## config.mk

```make
export PLATFORM = sky130hd
export DESIGN_NAME = mem_stage_ctrl
export DESIGN_NICKNAME = d
export VERILOG_FILES = /design/src/rtl/mem_stage_ctrl.sv
export SDC_FILE = /design/constraint.sdc
export NUM_CORES = 1
export LEC_CHECK = 0
export CAP_MARGIN = 20
export CELL_PAD_IN_SITES_DETAIL_PLACEMENT = 0
export CELL_PAD_IN_SITES_GLOBAL_PLACEMENT = 1
export CORE_MARGIN = 2
export CORE_UTILIZATION = 35
export DETAILED_ROUTE_END_ITERATION = 7
export PLACE_DENSITY = 0.94
export SETUP_SLACK_MARGIN = 0.4
export SLEW_MARGIN = 10
export SYNTH_ARGS = -nofsm -noshare
export SYNTH_HDL_FRONTEND = slang
export SYNTH_SLANG_ARGS = --single-unit
export TNS_END_PERCENT = 50
```

## constraint.sdc

```tcl
create_clock -name clk -period 3.35 [get_ports clk]
set_input_delay 0.5025 -clock clk [delete_from_list [all_inputs] [get_ports clk]]
set_output_delay 0.5025 -clock clk [all_outputs]
set_load 0.02 [all_outputs]
```

## src/rtl/mem_stage_ctrl.sv

```systemverilog
// MEM-stage sequencer: passes ALU results to writeback and runs one
// request/grant/response data-bus transaction per load or store.
module mem_stage_ctrl #(
  parameter int DATA_W = 64,
  parameter int ADDR_W = 64,
  parameter int REG_AW = 5
) (
  input  logic                clk,
  input  logic                rst_n,
  input  logic                flush,
  input  logic                in_valid,
  output logic                in_ready,
  input  logic [REG_AW-1:0]   in_wd,
  input  logic                in_wreg,
  input  logic [DATA_W-1:0]   in_wdata,
  input  logic                in_mem_rd,
  input  logic                in_mem_wr,
  input  logic [1:0]          in_mem_size,
  input  logic                in_mem_sext,
  input  logic [DATA_W-1:0]   in_store_data,
  output logic                bus_req,
  output logic                bus_we,
  output logic [ADDR_W-1:0]   bus_addr,
  output logic [DATA_W-1:0]   bus_wdata,
  output logic [DATA_W/8-1:0] bus_wmask,
  input  logic                bus_gnt,
  input  logic                bus_rvalid,
  input  logic [DATA_W-1:0]   bus_rdata,
  output logic                wb_valid,
  output logic [REG_AW-1:0]   wb_wd,
  output logic                wb_wreg,
  output logic [DATA_W-1:0]   wb_wdata,
  output logic                mis_err,
  output logic [1:0]          o_dbg_state
);

  localparam int MASK_W = DATA_W / 8;

  // Handshake: an op transfers on a clock edge where in_valid & in_ready & ~flush;
  // on the bus, a request transfers on the edge where bus_req & bus_gnt, and the
  // response completes on the first later edge with bus_rvalid.
  typedef enum logic [1:0] {
    S_IDLE = 2'd0,
    S_REQ  = 2'd1,
    S_RESP = 2'd2
  } state_t;

  state_t              r_state;
  state_t              w_state_nxt;
  logic                r_drop;
  logic [REG_AW-1:0]   r_wd;
  logic                r_wreg;
  logic                r_is_store;
  logic [1:0]          r_size;
  logic                r_sext;
  logic [2:0]          r_offset;
  logic                r_bus_we;
  logic [ADDR_W-1:0]   r_bus_addr;
  logic [DATA_W-1:0]   r_bus_wdata;
  logic [MASK_W-1:0]   r_bus_wmask;
  logic                r_wb_valid;
  logic [REG_AW-1:0]   r_wb_wd;
  logic                r_wb_wreg;
  logic [DATA_W-1:0]   r_wb_wdata;
  logic                r_mis_err;

  logic                w_accept;
  logic                w_is_mem;
  logic [2:0]          w_offset;
  logic [2:0]          w_align_mask;
  logic                w_misaligned;
  logic [MASK_W-1:0]   w_byte_en;
  logic [DATA_W-1:0]   w_rd_shift;
  logic [DATA_W-1:0]   w_load_data;

  assign in_ready     = (r_state == S_IDLE);
  assign w_accept     = in_valid & in_ready & ~flush;
  assign w_is_mem     = in_mem_rd | in_mem_wr;
  assign w_offset     = in_wdata[2:0];
  assign w_misaligned = |(w_offset & w_align_mask);
  assign w_rd_shift   = bus_rdata >> {r_offset, 3'b000};

  always_comb begin
    w_align_mask = 3'b000;
    w_byte_en    = '0;
    case (in_mem_size)
      2'd0: begin w_align_mask = 3'b000; w_byte_en = MASK_W'(8'h01); end
      2'd1: begin w_align_mask = 3'b001; w_byte_en = MASK_W'(8'h03); end
      2'd2: begin w_align_mask = 3'b011; w_byte_en = MASK_W'(8'h0F); end
      default: begin w_align_mask = 3'b111; w_byte_en = MASK_W'(8'hFF); end
    endcase
  end

  // Lane-aligned load data truncated to the access size, then extended.
  always_comb begin
    w_load_data = w_rd_shift;
    case (r_size)
      2'd0: w_load_data = {{(DATA_W-8){r_sext & w_rd_shift[7]}}, w_rd_shift[7:0]};
      2'd1: w_load_data = {{(DATA_W-16){r_sext & w_rd_shift[15]}}, w_rd_shift[15:0]};
      2'd2: w_load_data = {{(DATA_W-32){r_sext & w_rd_shift[31]}}, w_rd_shift[31:0]};
      default: w_load_data = w_rd_shift;
    endcase
  end

  always_comb begin
    w_state_nxt = r_state;
    case (r_state)
      S_IDLE: if (w_accept && w_is_mem && !w_misaligned) w_state_nxt = S_REQ;
      S_REQ: begin
        if (bus_gnt)    w_state_nxt = S_RESP;
        else if (flush) w_state_nxt = S_IDLE;
      end
      S_RESP: if (bus_rvalid) w_state_nxt = S_IDLE;
      default: w_state_nxt = S_IDLE;
    endcase
  end

  always_ff @(posedge clk) begin
    if (!rst_n) r_state <= S_IDLE;
    else        r_state <= w_state_nxt;
  end

  always_ff @(posedge clk) begin
    if (!rst_n) begin
      r_drop      <= 1'b0;
      r_wd        <= '0;
      r_wreg      <= 1'b0;
      r_is_store  <= 1'b0;
      r_size      <= 2'd0;
      r_sext      <= 1'b0;
      r_offset    <= 3'd0;
      r_bus_we    <= 1'b0;
      r_bus_addr  <= '0;
      r_bus_wdata <= '0;
      r_bus_wmask <= '0;
      r_wb_valid  <= 1'b0;
      r_wb_wd     <= '0;
      r_wb_wreg   <= 1'b0;
      r_wb_wdata  <= '0;
      r_mis_err   <= 1'b0;
    end else begin
      r_wb_valid <= 1'b0;
      r_mis_err  <= 1'b0;
      case (r_state)
        S_IDLE: begin
          if (w_accept && !w_is_mem) begin
            r_wb_valid <= 1'b1;
            r_wb_wd    <= in_wd;
            r_wb_wreg  <= in_wreg;
            r_wb_wdata <= in_wdata;
          end else if (w_accept && w_misaligned) begin
            r_wb_valid <= 1'b1;
            r_mis_err  <= 1'b1;
            r_wb_wd    <= in_wd;
            r_wb_wreg  <= 1'b0;
            r_wb_wdata <= '0;
          end else if (w_accept) begin
            r_drop      <= 1'b0;
            r_wd        <= in_wd;
            r_wreg      <= in_wreg;
            r_is_store  <= in_mem_wr;
            r_size      <= in_mem_size;
            r_sext      <= in_mem_sext;
            r_offset    <= w_offset;
            r_bus_we    <= in_mem_wr;
            r_bus_addr  <= {in_wdata[ADDR_W-1:3], 3'b000};
            r_bus_wdata <= in_store_data << {w_offset, 3'b000};
            r_bus_wmask <= w_byte_en << w_offset;
          end
        end
        S_REQ: if (bus_gnt && flush) r_drop <= 1'b1;
        S_RESP: begin
          if (flush) r_drop <= 1'b1;
          // A killed transaction still has to drain, but leaves wb_* untouched.
          if (bus_rvalid && !(r_drop || flush)) begin
            r_wb_valid <= 1'b1;
            r_wb_wd    <= r_wd;
            r_wb_wreg  <= r_is_store ? 1'b0 : r_wreg;
            r_wb_wdata <= r_is_store ? '0 : w_load_data;
          end
        end
        default: ;
      endcase
    end
  end

  assign bus_req     = (r_state == S_REQ);
  assign bus_we      = r_bus_we;
  assign bus_addr    = r_bus_addr;
  assign bus_wdata   = r_bus_wdata;
  assign bus_wmask   = r_bus_wmask;
  assign wb_valid    = r_wb_valid;
  assign wb_wd       = r_wb_wd;
  assign wb_wreg     = r_wb_wreg;
  assign wb_wdata    = r_wb_wdata;
  assign mis_err     = r_mis_err;
  assign o_dbg_state = r_state;

endmodule

```

==> flow_summary.yaml <==
outcome:
  outcome: "complete, no violations"
worst_setup_path:
  crit_path_start_kind: "flip-flop"
  crit_fanout: 17
  crit_path_end_kind: "flip-flop"
  crit_required_ns: 3.81
  cp_top_family: "compound AO/OA/AOI/OAI gates"
  path_cells: "inv_1 > ha_1 > nor2_1 > a2111oi_4 > nand2_2 > buf_4 > and2_1 > o311a_1"
  cp.arrival_ns: 3.22
  cp_slowest_cell: "ha_1"
  max_stage_delay_ns: 0.47
  critical_path_class: "flip-flop to flip-flop"
  cp.buffers_inverters: 2
clock_network:
  numCtsBuffers: 28
  cts_resized: 0
  numClockSinks: 221
  cts_setup_buffers: 0
  cts.path.max_buffers: 3
  cts_max_level: 1
  cts_tree: "built"
  hold_buffers: 0
  clock_latency_ns: 0.58
  cts.clk_slew.worst_paths_ns: 0.06
  clock-root-buffer: "clkbuf_16"
global_route:
  grt_antenna_before_repair: 1
  grt_pass1_vias: 13600
  grt_max_degree: 83
  track_usage: 0.289
  grt_pass1_wl_um: 85600
  gr-total-overflow: 0
logic_synthesis:
  synth.distinct_cells: 68
  async_reset_ff_frac: 0
  ys_seq_area_frac: 0.346
  synth_area_per_cell_um2: 8.36
  synth_top_area_frac: 0.346
  synth_area_um2: 12800
  synth_top_family_by_area: "compound AO/OA/AOI/OAI gates"
  synth_compound_area_frac: 0.280
  synth_area_leaders: "dfxtp_1, nand2_1, mux4_2"
  synth_mux_area_frac: 0.147
  synth_simple_gate_area_frac: 0.166
  synth-xor-area-share: 0
  syn_inst: 1531
  synth_top_cell_by_area: "dfxtp_1"
  ys_warn_count: 0
  ys_ff_latch: 221
  ys_dominant_reg_cell: "dfxtp_1"
  synthAdderAreaFrac: 0.00391
  synth_edf_count: 0
layout:
  utilization: 0.511
  instances_no_fill: 2368
  fin_nets: 2090
  area_growth_pct: 45.0
  nFillCells: 3354
  layout-drive-gt1-share: 0.115
floorplan:
  die_area_um2: 38100
  start_util: 0.352
  rows: 70
  die_w_um: 195
  coreArea_um2: 36300
  ioPinCount: 422
  die_y_um: 195
timing:
  finalHoldViolations: 0
  slew_viol_final: 0
  setup_tns_ns: 0
  clock.fmax_ghz: 0.363
  skew_ns: 0.0248
  setup-violations-final: 0
  post-route-min-period_ns: 2.76
  rsz0062_at_grt: "false"
  timing.hold.ws_ns: 0.323
  tightestPinTransition_ns: 1.12
  slew_headroom: 0.249
  finalCritPeriodShare: 0.823
drt:
  ant_nets: 0
  drc: 0
  drtIter0Drc: 1316
  vias: 14000
  finalWirelength_um: 57000
  vias_per_cell: 5.92
  first_pass_iters: 5
  detail_route.wl_per_cell_um: 24.1
placed_design:
  gp_congestion: 0.988
  io_buffers: 418
  place_inst: 2314
  hpwl_um: 42500
run:
  max-cap-violations: 0
power:
  p_per_area_nw_per_um2: 503
  p_leak_uw: 0.00627
  ir_drop_mv: 0.389
worst_hold_path:
  hold_class: "input pin to flip-flop"
-- worst min-delay path, stage by stage --
cell and delay, ns:
buf_2 0.20, nand2_1 0.09, a21oi_1 0.05
-- area by class of cell --
class	count	area, um^2	area share
antenna	1	2.50	0.000135
clock buffer	39	792	0.0427
clock inverter	13	262	0.0141
inverter	8	32.5	0.00175
multi-input combinational	1140	7700	0.415
sequential	221	4430	0.238
tap	468	586	0.0315
timing repair buffer	478	4770	0.257
-- worst paths after layout --
| check | start | to | slack (ns) | depth (start not counted) |
|---|---|---|---|---|
| hold / removal | in_wdata[1] | r_offset[1] | 0.32 | 3 |
| setup / recovery | o_dbg_state[0] | wb_wdata[28] | 0.59 | 8 |
| hold reg to reg | bus_wdata[24] | bus_wdata[24] | 0.45 | 2 |
| setup reg to reg | o_dbg_state[0] | wb_wdata[28] | 0.59 | 8 |
-- sequential cells by signal, indices dropped and copies added, names as in the netlist --
register     cells
r_size           2
wb_valid         1
bus_addr        61
bus_wdata       64
r_wreg           1
wb_wd            5
mis_err          1
r_drop           1
r_wd             5
wb_wdata        64
bus_we           1
wb_wreg          1
o_dbg_state      2
r_offset         3
r_sext           1
bus_wmask        8
-- cell usage in the layout, fill, tap and decap left out, types with 9 or more instances in the layout --
cell type,count
a21oi_1,163
buf_12,12
a211oi_1,64
a211oi_2,22
a31oi_1,26
o21ai_0,53
a22oi_1,30
a311oi_1,16
nor3b_1,10
o221ai_1,14
nand3_1,57
and2_1,16
clkdlybuf4s50_1,415
mux2_2,19
nor3_1,16
o211ai_1,30
o21ai_1,14
buf_4,48
nor2_1,79
nand2_1,255
dfxtp_1,219
mux2i_1,71
a221oi_1,26
mux4_2,39
a32oi_1,9
clkbuf_16,28
-- per-layer routing --
layer  track usage  vias to the layer above  wire, um
met5             0                        -         0
met4         0.109                        0      2390
met3        0.0710                      116      5390
met2         0.495                      763     27300
met1         0.352                     6748     21900
li1              -                     6398         -
-- cells by family after synthesis --
family	after synthesis
adders and majority gates	4
muxes	136
and+or+nand+nor	481
buffers and inverters	172
DFF	221
other	1
AOI/OAI and AO/OA	516
-- through the flow --
step                      power, uW  setup WS, ns  area, um^2
after global routing           9700         0.428       18600
after floorplan                4570         0.846       12800
after detailed placement       5900         0.448       17500
final                          9340         0.593       18600
after global placement         5860         0.539       17500
after CTS                      9370         0.586       18600
-- cell usage after synthesis (3+ instances only) --
master / count
o21ai_1: 14
a211oi_1: 64
o21ai_0: 53
inv_1: 7
a31oi_1: 26
nor3_1: 17
mux2_2: 19
a311oi_1: 16
nand3_1: 57
a22o_1: 3
a21oi_1: 163
buf_4: 11
o22ai_1: 7
mux4_2: 39
o211ai_1: 30
a221oi_1: 26
dfxtp_1: 221
nor3b_1: 10
ha_1: 4
nor2b_1: 5
a22oi_1: 30
or2_2: 6
mux2_1: 7
nand2_1: 256
o311a_1: 7
clkbuf_1: 108
nand4_1: 8
or2_1: 3
buf_2: 39
o221ai_1: 15
mux2i_1: 71
o21a_1: 5
and2_1: 17
nor2_1: 80
a211oi_2: 22
nand2b_1: 6
a32oi_1: 9
nand3b_1: 3
a21o_1: 8
buf_1: 6
-- power by group --
part / total, uW / switching, uW / internal (uW)
clock network: 3460 / 1270 / 2190
registers: 3040 / 165 / 2870
logic: 2850 / 1620 / 1220
(Power assumes the default switching activity.)
